`src/rtl/mesi_isc_cpu_agent_if.sv`:
```
// rtl/mesi_isc_cpu_agent_if.sv - CPU, main-bus and coherence-bus signals of one MESI CPU agent
interface mesi_isc_cpu_agent_if #(
  parameter int ADDR_WIDTH     = 32,
  parameter int MBUS_CMD_WIDTH = 3,
  parameter int CBUS_CMD_WIDTH = 3
);
  logic                      cpu_req_i;
  logic                      cpu_we_i;
  logic [ADDR_WIDTH-1:0]     cpu_addr_i;
  logic                      cpu_ack_o;
  logic [MBUS_CMD_WIDTH-1:0] mbus_cmd_o;
  logic [ADDR_WIDTH-1:0]     mbus_addr_o;
  logic                      mbus_ack_i;
  logic [CBUS_CMD_WIDTH-1:0] cbus_cmd_i;
  logic [ADDR_WIDTH-1:0]     cbus_addr_i;
  logic                      cbus_ack_o;
  logic                      busy_o;

  // Agent side.
  modport slave (
    input  cpu_req_i, cpu_we_i, cpu_addr_i, mbus_ack_i, cbus_cmd_i, cbus_addr_i,
    output cpu_ack_o, mbus_cmd_o, mbus_addr_o, cbus_ack_o, busy_o
  );

  // CPU / controller side.
  modport master (
    output cpu_req_i, cpu_we_i, cpu_addr_i, mbus_ack_i, cbus_cmd_i, cbus_addr_i,
    input  cpu_ack_o, mbus_cmd_o, mbus_addr_o, cbus_ack_o, busy_o
  );
endinterface

```
`src/rtl/mesi_isc_cpu_agent.sv`:
```
// rtl/mesi_isc_cpu_agent.sv - MESI CPU agent: direct-mapped line tracker, main FSM and snoop FSM
module mesi_isc_cpu_agent #(
  parameter int ADDR_WIDTH     = 32,
  parameter int MBUS_CMD_WIDTH = 3,
  parameter int CBUS_CMD_WIDTH = 3,
  parameter int LINES          = 4,
  parameter int LINES_LOG2     = 2
) (
  input logic                 clk,
  input logic                 rst,
  mesi_isc_cpu_agent_if.slave bus
);
  localparam logic [MBUS_CMD_WIDTH-1:0] MB_NOP      = MBUS_CMD_WIDTH'(0);
  localparam logic [MBUS_CMD_WIDTH-1:0] MB_WR       = MBUS_CMD_WIDTH'(1);
  localparam logic [MBUS_CMD_WIDTH-1:0] MB_RD       = MBUS_CMD_WIDTH'(2);
  localparam logic [MBUS_CMD_WIDTH-1:0] MB_WR_BROAD = MBUS_CMD_WIDTH'(3);
  localparam logic [MBUS_CMD_WIDTH-1:0] MB_RD_BROAD = MBUS_CMD_WIDTH'(4);

  localparam logic [CBUS_CMD_WIDTH-1:0] CB_NOP      = CBUS_CMD_WIDTH'(0);
  localparam logic [CBUS_CMD_WIDTH-1:0] CB_WR_SNOOP = CBUS_CMD_WIDTH'(1);
  localparam logic [CBUS_CMD_WIDTH-1:0] CB_RD_SNOOP = CBUS_CMD_WIDTH'(2);
  localparam logic [CBUS_CMD_WIDTH-1:0] CB_EN_WR    = CBUS_CMD_WIDTH'(3);
  localparam logic [CBUS_CMD_WIDTH-1:0] CB_EN_RD    = CBUS_CMD_WIDTH'(4);

  typedef enum logic [1:0] {L_I, L_S, L_E, L_M} line_e;
  typedef enum logic [2:0] {IDLE, BREQ, WAIT_EN, ACC, DONE} main_e;
  typedef enum logic [1:0] {SIDLE, SWB, SACK, SNOP} snp_e;

  logic [ADDR_WIDTH-1:0]     tag_q [LINES];
  line_e                     st_q  [LINES];
  logic [ADDR_WIDTH-1:0]     pend_addr_q;
  logic                      pend_we_q;
  logic [CBUS_CMD_WIDTH-1:0] snp_cmd_q;
  logic [ADDR_WIDTH-1:0]     snp_addr_q;

  main_e main_q, main_d;
  snp_e  snp_q, snp_d;

  logic [LINES_LOG2-1:0] cpu_idx, cbus_idx, pend_idx, snp_idx;
  logic cpu_hit, cpu_fast, cbus_hit, cbus_is_snoop, snp_to_swb;
  logic main_owns, swb_done, en_match, cpu_fast_write, acc_done, snp_start;

  assign cpu_idx  = bus.cpu_addr_i[LINES_LOG2-1:0];
  assign cbus_idx = bus.cbus_addr_i[LINES_LOG2-1:0];
  assign pend_idx = pend_addr_q[LINES_LOG2-1:0];
  assign snp_idx  = snp_addr_q[LINES_LOG2-1:0];

  assign cpu_hit  = (tag_q[cpu_idx] == bus.cpu_addr_i) && (st_q[cpu_idx] != L_I);
  // A write to a shared line must still gain ownership over the bus.
  assign cpu_fast = cpu_hit && (!bus.cpu_we_i || st_q[cpu_idx] == L_E || st_q[cpu_idx] == L_M);

  assign cbus_hit      = (tag_q[cbus_idx] == bus.cbus_addr_i) && (st_q[cbus_idx] != L_I);
  assign cbus_is_snoop = (bus.cbus_cmd_i == CB_WR_SNOOP) || (bus.cbus_cmd_i == CB_RD_SNOOP);
  assign snp_start     = (snp_q == SIDLE) && (bus.cbus_cmd_i != CB_NOP);
  assign snp_to_swb    = snp_start && cbus_is_snoop && cbus_hit && (st_q[cbus_idx] == L_M);

  assign main_owns = (main_q == BREQ) || (main_q == ACC);
  assign swb_done  = (snp_q == SWB) && !main_owns && bus.mbus_ack_i;
  assign en_match  = (snp_q == SACK) && ((snp_cmd_q == CB_EN_WR) || (snp_cmd_q == CB_EN_RD))
                     && (snp_addr_q == pend_addr_q);
  assign cpu_fast_write = (main_q == IDLE) && bus.cpu_req_i && cpu_fast && bus.cpu_we_i;
  assign acc_done       = (main_q == ACC) && bus.mbus_ack_i;

  // Main FSM: state register.
  always_ff @(posedge clk) begin
    if (rst) main_q <= IDLE;
    else     main_q <= main_d;
  end

  // Main FSM: next state. A pending or same-cycle write-back keeps us out of BREQ.
  always_comb begin
    main_d = main_q;
    case (main_q)
      IDLE: begin
        if (bus.cpu_req_i) begin
          if (cpu_fast)                              main_d = DONE;
          else if (!(snp_q == SWB || snp_to_swb))    main_d = BREQ;
        end
      end
      BREQ:    if (bus.mbus_ack_i) main_d = WAIT_EN;
      WAIT_EN: if (en_match)       main_d = ACC;
      ACC:     if (bus.mbus_ack_i) main_d = DONE;
      DONE:    main_d = IDLE;
      default: main_d = IDLE;
    endcase
  end

  // Snoop FSM: state register.
  always_ff @(posedge clk) begin
    if (rst) snp_q <= SIDLE;
    else     snp_q <= snp_d;
  end

  // Snoop FSM: next state.
  always_comb begin
    snp_d = snp_q;
    case (snp_q)
      SIDLE:   if (snp_start) snp_d = snp_to_swb ? SWB : SACK;
      SWB:     if (swb_done)  snp_d = SACK;
      SACK:    snp_d = SNOP;
      SNOP:    if (bus.cbus_cmd_i == CB_NOP) snp_d = SIDLE;
      default: snp_d = SIDLE;
    endcase
  end

  // Outputs of both FSMs; the main FSM has priority on the main bus.
  always_comb begin
    bus.cpu_ack_o   = (main_q == DONE);
    bus.busy_o      = (main_q != IDLE);
    bus.cbus_ack_o  = (snp_q == SACK);
    bus.mbus_cmd_o  = MB_NOP;
    bus.mbus_addr_o = '0;
    if (main_q == BREQ) begin
      bus.mbus_cmd_o  = pend_we_q ? MB_WR_BROAD : MB_RD_BROAD;
      bus.mbus_addr_o = pend_addr_q;
    end else if (main_q == ACC) begin
      bus.mbus_cmd_o  = pend_we_q ? MB_WR : MB_RD;
      bus.mbus_addr_o = pend_addr_q;
    end else if (snp_q == SWB) begin
      bus.mbus_cmd_o  = MB_WR;
      bus.mbus_addr_o = snp_addr_q;
    end
  end

  // Request/snoop capture and line storage. Main-FSM updates come last so they win.
  always_ff @(posedge clk) begin
    if (rst) begin
      for (int i = 0; i < LINES; i++) begin
        st_q[i]  <= L_I;
        tag_q[i] <= '0;
      end
      pend_addr_q <= '0;
      pend_we_q   <= 1'b0;
      snp_cmd_q   <= CB_NOP;
      snp_addr_q  <= '0;
    end else begin
      if (main_q == IDLE && bus.cpu_req_i) begin
        pend_addr_q <= bus.cpu_addr_i;
        pend_we_q   <= bus.cpu_we_i;
      end
      if (snp_start) begin
        snp_cmd_q  <= bus.cbus_cmd_i;
        snp_addr_q <= bus.cbus_addr_i;
        if (cbus_hit && st_q[cbus_idx] != L_M) begin
          if (bus.cbus_cmd_i == CB_WR_SNOOP)
            st_q[cbus_idx] <= L_I;
          else if (bus.cbus_cmd_i == CB_RD_SNOOP && st_q[cbus_idx] == L_E)
            st_q[cbus_idx] <= L_S;
        end
      end
      // The line may have been replaced while the write-back waited for the bus.
      if (swb_done && tag_q[snp_idx] == snp_addr_q)
        st_q[snp_idx] <= (snp_cmd_q == CB_WR_SNOOP) ? L_I : L_S;
      if (cpu_fast_write)
        st_q[cpu_idx] <= L_M;
      if (acc_done) begin
        tag_q[pend_idx] <= pend_addr_q;
        st_q[pend_idx]  <= pend_we_q ? L_M : L_S;
      end
    end
  end
endmodule

```
`src/flat_wrapper.sv`:
```
// flat-port wrapper written by rule: the top's interface ports become plain ports
module mesi_isc_cpu_agent_flat 
#(
  parameter int ADDR_WIDTH     = 32,
  parameter int MBUS_CMD_WIDTH = 3,
  parameter int CBUS_CMD_WIDTH = 3,
  parameter int LINES          = 4,
  parameter int LINES_LOG2     = 2
)
  (clk, rst, bus_cpu_req_i, bus_cpu_we_i, bus_cpu_addr_i, bus_mbus_ack_i, bus_cbus_cmd_i, bus_cbus_addr_i, bus_cpu_ack_o, bus_mbus_cmd_o, bus_mbus_addr_o, bus_cbus_ack_o, bus_busy_o);
  mesi_isc_cpu_agent_if #(.ADDR_WIDTH(ADDR_WIDTH), .MBUS_CMD_WIDTH(MBUS_CMD_WIDTH), .CBUS_CMD_WIDTH(CBUS_CMD_WIDTH)) bus_i ();
  input logic clk;
  input logic rst;
  input wire logic [$bits(bus_i.cpu_req_i)-1:0] bus_cpu_req_i;
  input wire logic [$bits(bus_i.cpu_we_i)-1:0] bus_cpu_we_i;
  input wire logic [$bits(bus_i.cpu_addr_i)-1:0] bus_cpu_addr_i;
  input wire logic [$bits(bus_i.mbus_ack_i)-1:0] bus_mbus_ack_i;
  input wire logic [$bits(bus_i.cbus_cmd_i)-1:0] bus_cbus_cmd_i;
  input wire logic [$bits(bus_i.cbus_addr_i)-1:0] bus_cbus_addr_i;
  output wire logic [$bits(bus_i.cpu_ack_o)-1:0] bus_cpu_ack_o;
  output wire logic [$bits(bus_i.mbus_cmd_o)-1:0] bus_mbus_cmd_o;
  output wire logic [$bits(bus_i.mbus_addr_o)-1:0] bus_mbus_addr_o;
  output wire logic [$bits(bus_i.cbus_ack_o)-1:0] bus_cbus_ack_o;
  output wire logic [$bits(bus_i.busy_o)-1:0] bus_busy_o;
  assign bus_i.cpu_req_i = bus_cpu_req_i;
  assign bus_i.cpu_we_i = bus_cpu_we_i;
  assign bus_i.cpu_addr_i = bus_cpu_addr_i;
  assign bus_i.mbus_ack_i = bus_mbus_ack_i;
  assign bus_i.cbus_cmd_i = bus_cbus_cmd_i;
  assign bus_i.cbus_addr_i = bus_cbus_addr_i;
  assign bus_cpu_ack_o = bus_i.cpu_ack_o;
  assign bus_mbus_cmd_o = bus_i.mbus_cmd_o;
  assign bus_mbus_addr_o = bus_i.mbus_addr_o;
  assign bus_cbus_ack_o = bus_i.cbus_ack_o;
  assign bus_busy_o = bus_i.busy_o;
  mesi_isc_cpu_agent #(.ADDR_WIDTH(ADDR_WIDTH), .MBUS_CMD_WIDTH(MBUS_CMD_WIDTH), .CBUS_CMD_WIDTH(CBUS_CMD_WIDTH), .LINES(LINES), .LINES_LOG2(LINES_LOG2)) u_core (.clk(clk), .rst(rst), .bus(bus_i));
endmodule
```
`config.mk`:
```
export PLATFORM = sky130hd
export DESIGN_NAME = mesi_isc_cpu_agent_flat
export DESIGN_NICKNAME = d
export VERILOG_FILES = /design/src/rtl/mesi_isc_cpu_agent_if.sv /design/src/rtl/mesi_isc_cpu_agent.sv /design/src/flat_wrapper.sv
export SDC_FILE = /design/constraint.sdc
export NUM_CORES = 1
export LEC_CHECK = 0
export BUFFER_PORTS_ARGS = -buffer_cell sky130_fd_sc_hd__buf_4
export CAP_MARGIN = 25
export CORE_ASPECT_RATIO = 1.5
export CORE_MARGIN = 2
export CORE_UTILIZATION = 55
export DETAILED_ROUTE_END_ITERATION = 10
export PLACE_DENSITY = 0.79
export SLEW_MARGIN = 40
export SYNTH_ARGS = -nofsm -noshare
export SYNTH_HDL_FRONTEND = slang
export SYNTH_SLANG_ARGS = --single-unit
```
`constraint.sdc`:
```
create_clock -name clk -period 8.12 [get_ports clk]
set_input_delay 1.624 -clock clk [delete_from_list [all_inputs] [get_ports clk]]
set_output_delay 1.624 -clock clk [all_outputs]
set_load 0.01 [all_outputs]
```
# Word level (Yosys, flattened, before mapping)
# Memories as Yosys holds them, arrays and structs flattened. A register that Yosys moved wholly into a read port is not among the register bits.
# Cells that the tools add are included.
classes:
  eq_ne: 29
  muxes: 62
  n_bitwise: 1
  reduce_logical: 40
op_table:
  columns: ["operator", "count"]
  rows:
  - ["$eq 32x32->1", 4]
  - ["$mux 32", 4]
  - ["$mux 2", 18]
  - ["$reduce_or 32->1", 1]
  - ["$mux 1", 29]
  - ["$mux 3", 9]
  - ["$logic_and 1x1->1", 18]
  - ["$eq 2x2->1 const B", 6]
  - ["$eq 3x2->1 const B", 4]
  - ["$pmux 3 s4", 1]
  - ["$eq 3x1->1 const B", 3]
  - ["$ne 2x1->1 const B", 4]
  - ["$ne 2x2->1 const B", 4]
  - ["$pmux 2 s4", 1]
  - ["$reduce_or 2->1", 4]
  - ["$eq 3x3->1 const B", 2]
  - ["$logic_not 3->1", 2]
  - ["$logic_or 1x1->1", 6]
  - ["$reduce_bool 3->1", 2]
  - ["$reduce_and 5->1", 1]
  - ["$reduce_bool 2->1", 2]
  - ["$ne 3x2->1 const B", 1]
  - ["$reduce_and 3->1", 1]
  - ["$eq 2x1->1 const B", 1]
  - ["other kinds (3)", 4]
totals:
  register_bits: 73
  mem_bits_rw: 136
  input_bits: 72
  memories: 2
mem_list:
  columns: ["memory", "words", "width", "rd", "rd_clocked_by_memory_dff", "wr", "line", "rtl"]
  rows:
  - ["u_core.tag_q", 4, 32, 3, 1, 4, "mesi_isc_cpu_agent.sv:29", "logic [ADDR_WIDTH-1:0] tag_q [LINES];"]
  - ["u_core.st_q", 4, 2, 2, 0, 4, "mesi_isc_cpu_agent.sv:30", "line_e st_q [LINES];"]

# Depth between registers and ports, before layout
# Gate-level depths: netlist of run 1.
# An unclocked memory read counts as a cell.
depth:
  depth_word: 13
  mapped_depth: 12
  depth_no_buf: 10

# Worst setup path after synthesis of run 1
# OpenSTA, ideal clock, no wires.
synth_timing:
  path_kind: "in2reg"
  from: "input bus_cbus_addr_i[0]"
  to: "memory u_core.st_q[3][1] (netlist bit) (enable)"
  setup_ns: 0.310
  t_arrival_ns: 4.069
  required_time_ns: 7.810
  setup_slack_ns: 3.741
  path_stages: 8
  path_cell_list: "buf_2 > buf_2 > mux4_2 > xor2_1 > nor4_1 > a41oi_1 > mux2_2 > o21ai_0"
synth_rtl:
  columns: ["element", "line", "rtl"]
  rows:
  - ["start: declaration", "flat_wrapper.sv:19", "input wire logic [$bits(bus_i.cbus_addr_i)-1:0] bus_cbus_addr_i;"]
  - ["end: declaration", "mesi_isc_cpu_agent.sv:30", null]

==> results of run 1 <==
## stage by stage
| stage | util, % | hold slack (ns) | total power, mW |
|---|---|---|---|
| after floorplan | - | 0.442 | 1.99 |
| after global placement | 60.5 | 0.458 | 2.34 |
| after detailed placement | 60.7 | 0.461 | 2.36 |
| after CTS | 64.2 | 0.470 | 3.49 |
| after global routing | 64.2 | 0.486 | 3.61 |
| final | 64.2 | 0.474 | 3.52 |
## worst reg2reg max path: cells and delay by family (launching register included)
family / cells / cell delay [ns]
and+or+nand+nor: 4 / 1.38
muxes: 2 / 1.03
buffers and inverters: 1 / 0.50
xor gates and xnor gates: 1 / 0.42
DFF: 1 / 0.31
AOI/OAI and AO/OA: 1 / 0.30
## worst max-delay path by stage
stage,from,end,slack (ns),cells after the start
final,bus_cpu_addr_i[0],u_core.st_q[1][1],3.61,9
after global placement,bus_cbus_addr_i[0],u_core.st_q[3][1],3.01,8
after detailed placement,bus_cbus_addr_i[0],u_core.st_q[3][1],3.11,8
after CTS,bus_cbus_addr_i[0],u_core.st_q[2][0],3.66,9
after floorplan,bus_cbus_addr_i[0],u_core.st_q[3][1],3.74,8
after global routing,bus_cpu_addr_i[0],u_core.st_q[1][1],3.49,9
## report_power, final
group / switching [mW] / internal [mW] / total [mW]
clock: 0.444 / 0.699 / 1.14
combinational: 0.611 / 0.390 / 1.00
sequential: 0.148 / 1.23 / 1.38
## state kept, by name, summed over array words and instances (netlist names), named ones only
| signal | flops |
|---|---|
| u_core.snp_q | 2 |
| u_core.snp_addr_q | 32 |
| u_core.main_q | 3 |
| u_core.pend_addr_q | 32 |
| u_core.tag_q | 128 |
| u_core.pend_we_q | 1 |
| u_core.snp_cmd_q | 3 |
| u_core.st_q | 8 |
## per-layer routing
metal	track usage (%)	up-vias
met3	5.79	198
met1	41.5	4909
met4	21.8	0
met2	55.1	844
li1	-	4334
met5	0	-
## kinds of logic after synthesis
kind of cell / after synthesis
other: 1
buffers and inverters: 101
xor gates and xnor gates: 122
muxes: 122
AOI/OAI and AO/OA: 116
and+or+nand+nor: 483
DFF: 211
adders and majority gates: 5
## layout make-up
| class | count | share of cell area, % |
|---|---|---|
| Multi-Input combinational cell | 852 | 46.5 |
| Timing Repair Buffer | 125 | 6.58 |
| Tap cell | 276 | 2.40 |
| Clock buffer | 21 | 3.65 |
| Sequential cell | 211 | 38.6 |
| Clock inverter | 16 | 1.89 |
| Inverter | 15 | 0.392 |
## cells in the final DEF, fill, tap and decap left out, types with 15 or more instances in the layout
cell	n
edfxtp_1	132
nand2_1	215
nand3_1	37
a21oi_1	72
mux4_2	70
nand4_1	32
buf_4	124
mux2i_1	31
and3_1	31
nor2_1	16
and2_1	94
mux4_1	17
dfxtp_1	77
inv_1	15
clkbuf_16	21
xnor2_1	116
## synthesized netlist by cell type, types with 4 or more instances
master	count	area share [%]
inv_1	15	0.45
and2_1	94	4.7
nor3_1	11	0.44
nand2_1	215	6.4
nand2b_1	7	0.35
nand4_1	32	1.6
mux4_2	70	13
ha_1	5	0.50
or2_2	6	0.30
o2111ai_1	5	0.35
clkbuf_1	61	1.8
nand3_1	37	1.5
xnor2_1	116	8.1
dfxtp_1	79	13
nor4_1	9	0.45
mux2i_1	31	2.5
nor2_1	19	0.57
o22ai_1	5	0.25
and3_1	31	1.5
edfxtp_1	132	31
nor2b_1	11	0.55
o21ai_0	6	0.24
mux4_1	17	3.5
buf_2	13	0.52
mux2_2	4	0.36
a21oi_1	72	2.9
xor2_1	6	0.42
buf_1	9	0.27
==> flow_summary.yaml, run 1 <==
worst_hold_path:
  hold_path_end: "u_core.snp_cmd_q[1]"
  hold_class: "reg -> reg"
  hold_depth: 2
  min_from: "u_core.snp_cmd_q[1]"
grt:
  grt_usage_pct: 33.8
  grt_antenna_before_repair: 1
  grt_pass1_wl_mm: 61.1
  gr-total-overflow: 0
  grt_pass1_vias: 10100
  grt_max_degree: 60
sta:
  rsz0062_at_grt: "no"
  worst_slew_pin_slew_ns: 0.845
  period_share_pct: 55.5
  slew_violations: 0
  finalHoldViolCount: 0
  post-route-min-period_ns: 4.51
  slew_headroom_pct: 43.6
  setup_tns_ns: 0
  fmax_mhz: 222
  fin_ws_ns: 3.61
  finalSetupViolations: 0
  fin_skew_ns: 0.0113
placed_design:
  dp_hpwl_mm: 26.6
  port_buffers: 109
  gp_congestion: 0.966
  dp_slack_ns: 3.11
  place_inst: 1479
  placed_area_sq_mm: 0.0136
route:
  vias_per_cell: 6.78
  antenna_left: 0
  drc: 0
  wl_met2_mm: 19.7
  dr_wl_met3_mm: 4.50
  dr.max_layer_used: "met4"
  routedWlPerCell_um: 27.1
  routed_wl_mm: 41.0
  dr.pass1.iters: 6
  drt_iter0_drc: 1494
  vias: 10300
  drt-met1-wl_mm: 13.7
critical_path:
  r2r_cells: 9
  path_delay_family: "simple AND/OR/NAND/NOR gates"
  crit_chain: "buf_4, mux4_2, xnor2_1, nand4_1, nor4_1, nand3_1, o21a_1, nor2b_1, or3_1"
  crit_arrival_ns: 4.74
  worstSetupStartpointType: "input pin"
  crit_required_ns: 8.36
  slowest_delay_ns: 0.62
  r2r-end: "u_core.st_q[2][0]"
  worst_path_max_delay_cell: "mux4_2"
  r2r_setup_slack_ns: 4.07
  cp_max_fo: 38
  cp-end-kind: "flop"
  crit_buf_inv: 1
  crit_type: "in -> reg"
clock_tree:
  cts-hold-fix-buffers: 0
  post_cts_buffers: 0
  ctsResizeCount: 0
  cts.path.max_buffers: 3
  cts_tree: "done"
  clock_sinks: 211
  numCtsBuffers: 21
  cts_root_buf: "clkbuf_16"
  insertion_delay_ns: 0.51
  clkSlewWorstSetupHoldPaths_ns: 0.07
  htreeDepth: 1
floorplanning:
  ios: 110
  die_w_um: 128
  dieArea_sq_mm: 0.0241
  initial_utilization_pct: 56.2
  die_height_um: 189
  rows: 67
  core_area_sq_mm: 0.0224
synthesis:
  synth_area_per_cell_sq_um: 10.8
  synthMuxAreaShare_pct: 18.9
  synth_flop_cell: "edfxtp_1"
  synth_simple_gate_area_share_pct: 19.1
  async_reset_ff_share_pct: 0
  synth_seq_area_share_pct: 44.1
  syn-cell-area_sq_mm: 0.0126
  synth-adder-area-share_pct: 0.497
  synthXorXnorAreaFrac_pct: 8.49
  synth_seq_cells: 211
  synth_edf_count: 132
  ys_warn_count: 0
  ys_types: 53
  synth_top_family_by_area: "simple AND/OR/NAND/NOR gates"
  synth_compound_area_share_pct: 5.55
  synthCells: 1161
layout:
  ff_latch_area_sq_mm: 0.00555
  nets: 1303
  num_antenna_cells: 0
  final_area_sq_mm: 0.0144
  drive_gt1_share_pct: 20.6
  multi_input_area_sq_mm: 0.00669
  synthToLayoutAreaGrowth_pct: 14.3
  final_cells: 1516
  nFillCells: 1710
job:
  max_cap_violations: 0
run_status:
  status: "finished, final reports clean"
power_and_ir_drop:
  vdd_drop_max_mv: 0.199
  leakage_nw: 5.40
  power_per_cell_area_mw_per_mm2: 245
Note: power is estimated with default switching activity, not from simulation.
==> run 2, diff against run 1 <==
--- a/config.mk
+++ b/config.mk
@@ -11,7 +11,7 @@
 export CORE_MARGIN = 2
 export CORE_UTILIZATION = 55
 export DETAILED_ROUTE_END_ITERATION = 10
-export PLACE_DENSITY = 0.79
+export PLACE_DENSITY = 0.82
 export SLEW_MARGIN = 40
 export SYNTH_ARGS = -nofsm -noshare
 export SYNTH_HDL_FRONTEND = slang
==> constraint.sdc (replaced) <==
create_clock -name clk -period 3.96 [get_ports clk]
set_input_delay 0.792 -clock clk [delete_from_list [all_inputs] [get_ports clk]]
set_output_delay 0.792 -clock clk [all_outputs]
set_load 0.01 [all_outputs]
==> flow_summary.yaml, run 2 (same netlist as run 1, synthesis figures left out) <==
layout:
  nets: 1332
  final_cells: 1548
  synthToLayoutAreaGrowth_pct: 15.4
  reg_top3: "u_core.tag_q x128, u_core.pend_addr_q x32, u_core.snp_addr_q x32"
  nFillCells: 1667
  post-route-util_pct: 64.9
  mostFrequentLayoutCells: "215 x nand2_1, 148 x buf_4, 132 x edfxtp_1"
  drive_gt1_share_pct: 22.0
  regMostFlops: "u_core.tag_q"
  final_common_cell: "nand2_1"
  largest_reg_flops: 128
floorplanning:
  die_height_um: 189
  ios: 110
  core_area_sq_mm: 0.0224
  rows: 67
  dieArea_sq_mm: 0.0241
  initial_utilization_pct: 56.2
  die_w_um: 128
route:
  drc: 0
  vias: 10400
  drt_iter0_drc: 1507
  routedWlPerCell_um: 26.9
  antenna_left: 0
  vias_per_cell: 6.72
  routed_wl_mm: 41.7
  dr.pass1.iters: 6
critical_path:
  crit_type: "reg -> reg"
  crit_arrival_ns: 3.96
  r2r_cells: 9
  slowest_delay_ns: 0.58
  cp-end-kind: "flop"
  crit_required_ns: 4.18
  endpoint: "u_core.st_q[3][1]"
  crit_path_frequent_cell: "buf_4"
  r2r_setup_slack_ns: 0.22
  worst_path_max_delay_cell: "mux4_1"
  cp_max_fo: 10
  r2r-end: "u_core.st_q[3][1]"
  crit_chain: "buf_4, mux4_1, xnor2_1, nand4_1, or4_4, nor4_4, buf_4, mux2_2, o21ai_0"
  worstSetupStartpointType: "flop"
placed_design:
  dp_hpwl_mm: 28.3
  place_inst: 1506
  gp_congestion: 0.999
  dp_slack_ns: -0.00299
  port_buffers: 109
worst_hold_path:
  hold_class: "reg -> reg"
  min_from: "u_core.snp_cmd_q[1]"
sta:
  fmax_mhz: 268
  finalSetupViolations: 0
  post-route-min-period_ns: 3.74
  fin_ws_ns: 0.222
  fin_skew_ns: 0.0177
  period_share_pct: 94.4
  slew_violations: 0
  slew_headroom_pct: 53.1
  rsz0062_at_grt: "no"
  worst_slew_pin_slew_ns: 0.703
  setup_tns_ns: 0
  finalHoldViolCount: 0
power_and_ir_drop:
  power_frac_seq_pct: 40.8
  leakage_nw: 5.52
  vdd_drop_max_mv: 0.338
  swShare_pct: 35.3
  internal_power_mw: 4.53
  totalPowerFinal_mw: 7.00
  p_sw_mw: 2.47
  pwr-share-clk_pct: 29.7
  p_comb_share_pct: 29.5
  power_per_cell_area_mw_per_mm2: 482
job:
  max_cap_violations: 0
grt:
  grt_pass1_wl_mm: 61.9
  grt_usage_pct: 34.4
  grt_max_degree: 83
  grt_pass1_vias: 10200
  gr-total-overflow: 0
  grt_antenna_before_repair: 2
clock_tree:
  clkSlewWorstSetupHoldPaths_ns: 0.07
  numCtsBuffers: 22
  ctsResizeCount: 0
  cts-hold-fix-buffers: 0
  clock_sinks: 211
  htreeDepth: 1
  insertion_delay_ns: 0.53
  cts_tree: "done"
  cts.path.max_buffers: 3
  post_cts_buffers: 0
  cts_root_buf: "clkbuf_16"
run_status:
  status: "finished, final reports clean"
[run 2: worst min-delay path by stage]
stage,to,cells after the start
after floorplan,u_core.snp_cmd_q[1],2
after global placement,u_core.snp_cmd_q[1],2
after detailed placement,u_core.snp_cmd_q[1],2
after CTS,u_core.snp_cmd_q[1],2
after global routing,u_core.snp_cmd_q[0],2
final,u_core.snp_cmd_q[1],2
[run 2: per-layer routing]
layer | vias to the layer above | GRT usage, % | wire [um]
met4 | 2 | 22.5 | 3350
met5 | - | 0 | 8
met3 | 197 | 5.91 | 4880
met2 | 830 | 56.5 | 20000
met1 | 4986 | 41.5 | 13400
li1 | 4392 | - | -
[run 2: layout make-up]
cell class / count / area (sq um) / share of cell area (%)
antenna: 1 / 2.50 / 0.0172
multi-input combinational: 852 / 6660 / 45.9
timing repair buffer: 153 / 1200 / 8.28
clock inverter: 12 / 96.3 / 0.663
tap: 276 / 345 / 2.38
sequential: 211 / 5550 / 38.2
clock buffer: 28 / 614 / 4.23
inverter: 15 / 56.3 / 0.388
[run 2: stage by stage]
step           instance area [sq um]  hold slack (ns)
2_1_floorplan                  12600            0.442
5_1_grt                        14500            0.525
3_5_place_dp                   13800            0.469
4_1_cts                        14500            0.485
6_report                       14500            0.488
3_3_place_gp                   13800            0.471
[run 2: worst max-delay path: cells and delay by family (launching register included)]
family	cells	cell delay, ns
AND/OR/NAND/NOR	3	0.98
XOR/XNOR	1	0.35
multiplexers	2	0.95
buffers and inverters	2	0.47
flip-flops	1	0.55
AO/OA/AOI/OAI	1	0.11
[run 2: power by group through the flow]
stage	clock network, mW	logic [mW]	registers (mW)
floorplan	0	1.36	2.73
global placement	0	1.95	2.87
detailed placement	0	1.98	2.89
CTS	2.07	1.99	2.84
global route	2.16	2.16	2.87
finish	2.08	2.06	2.86
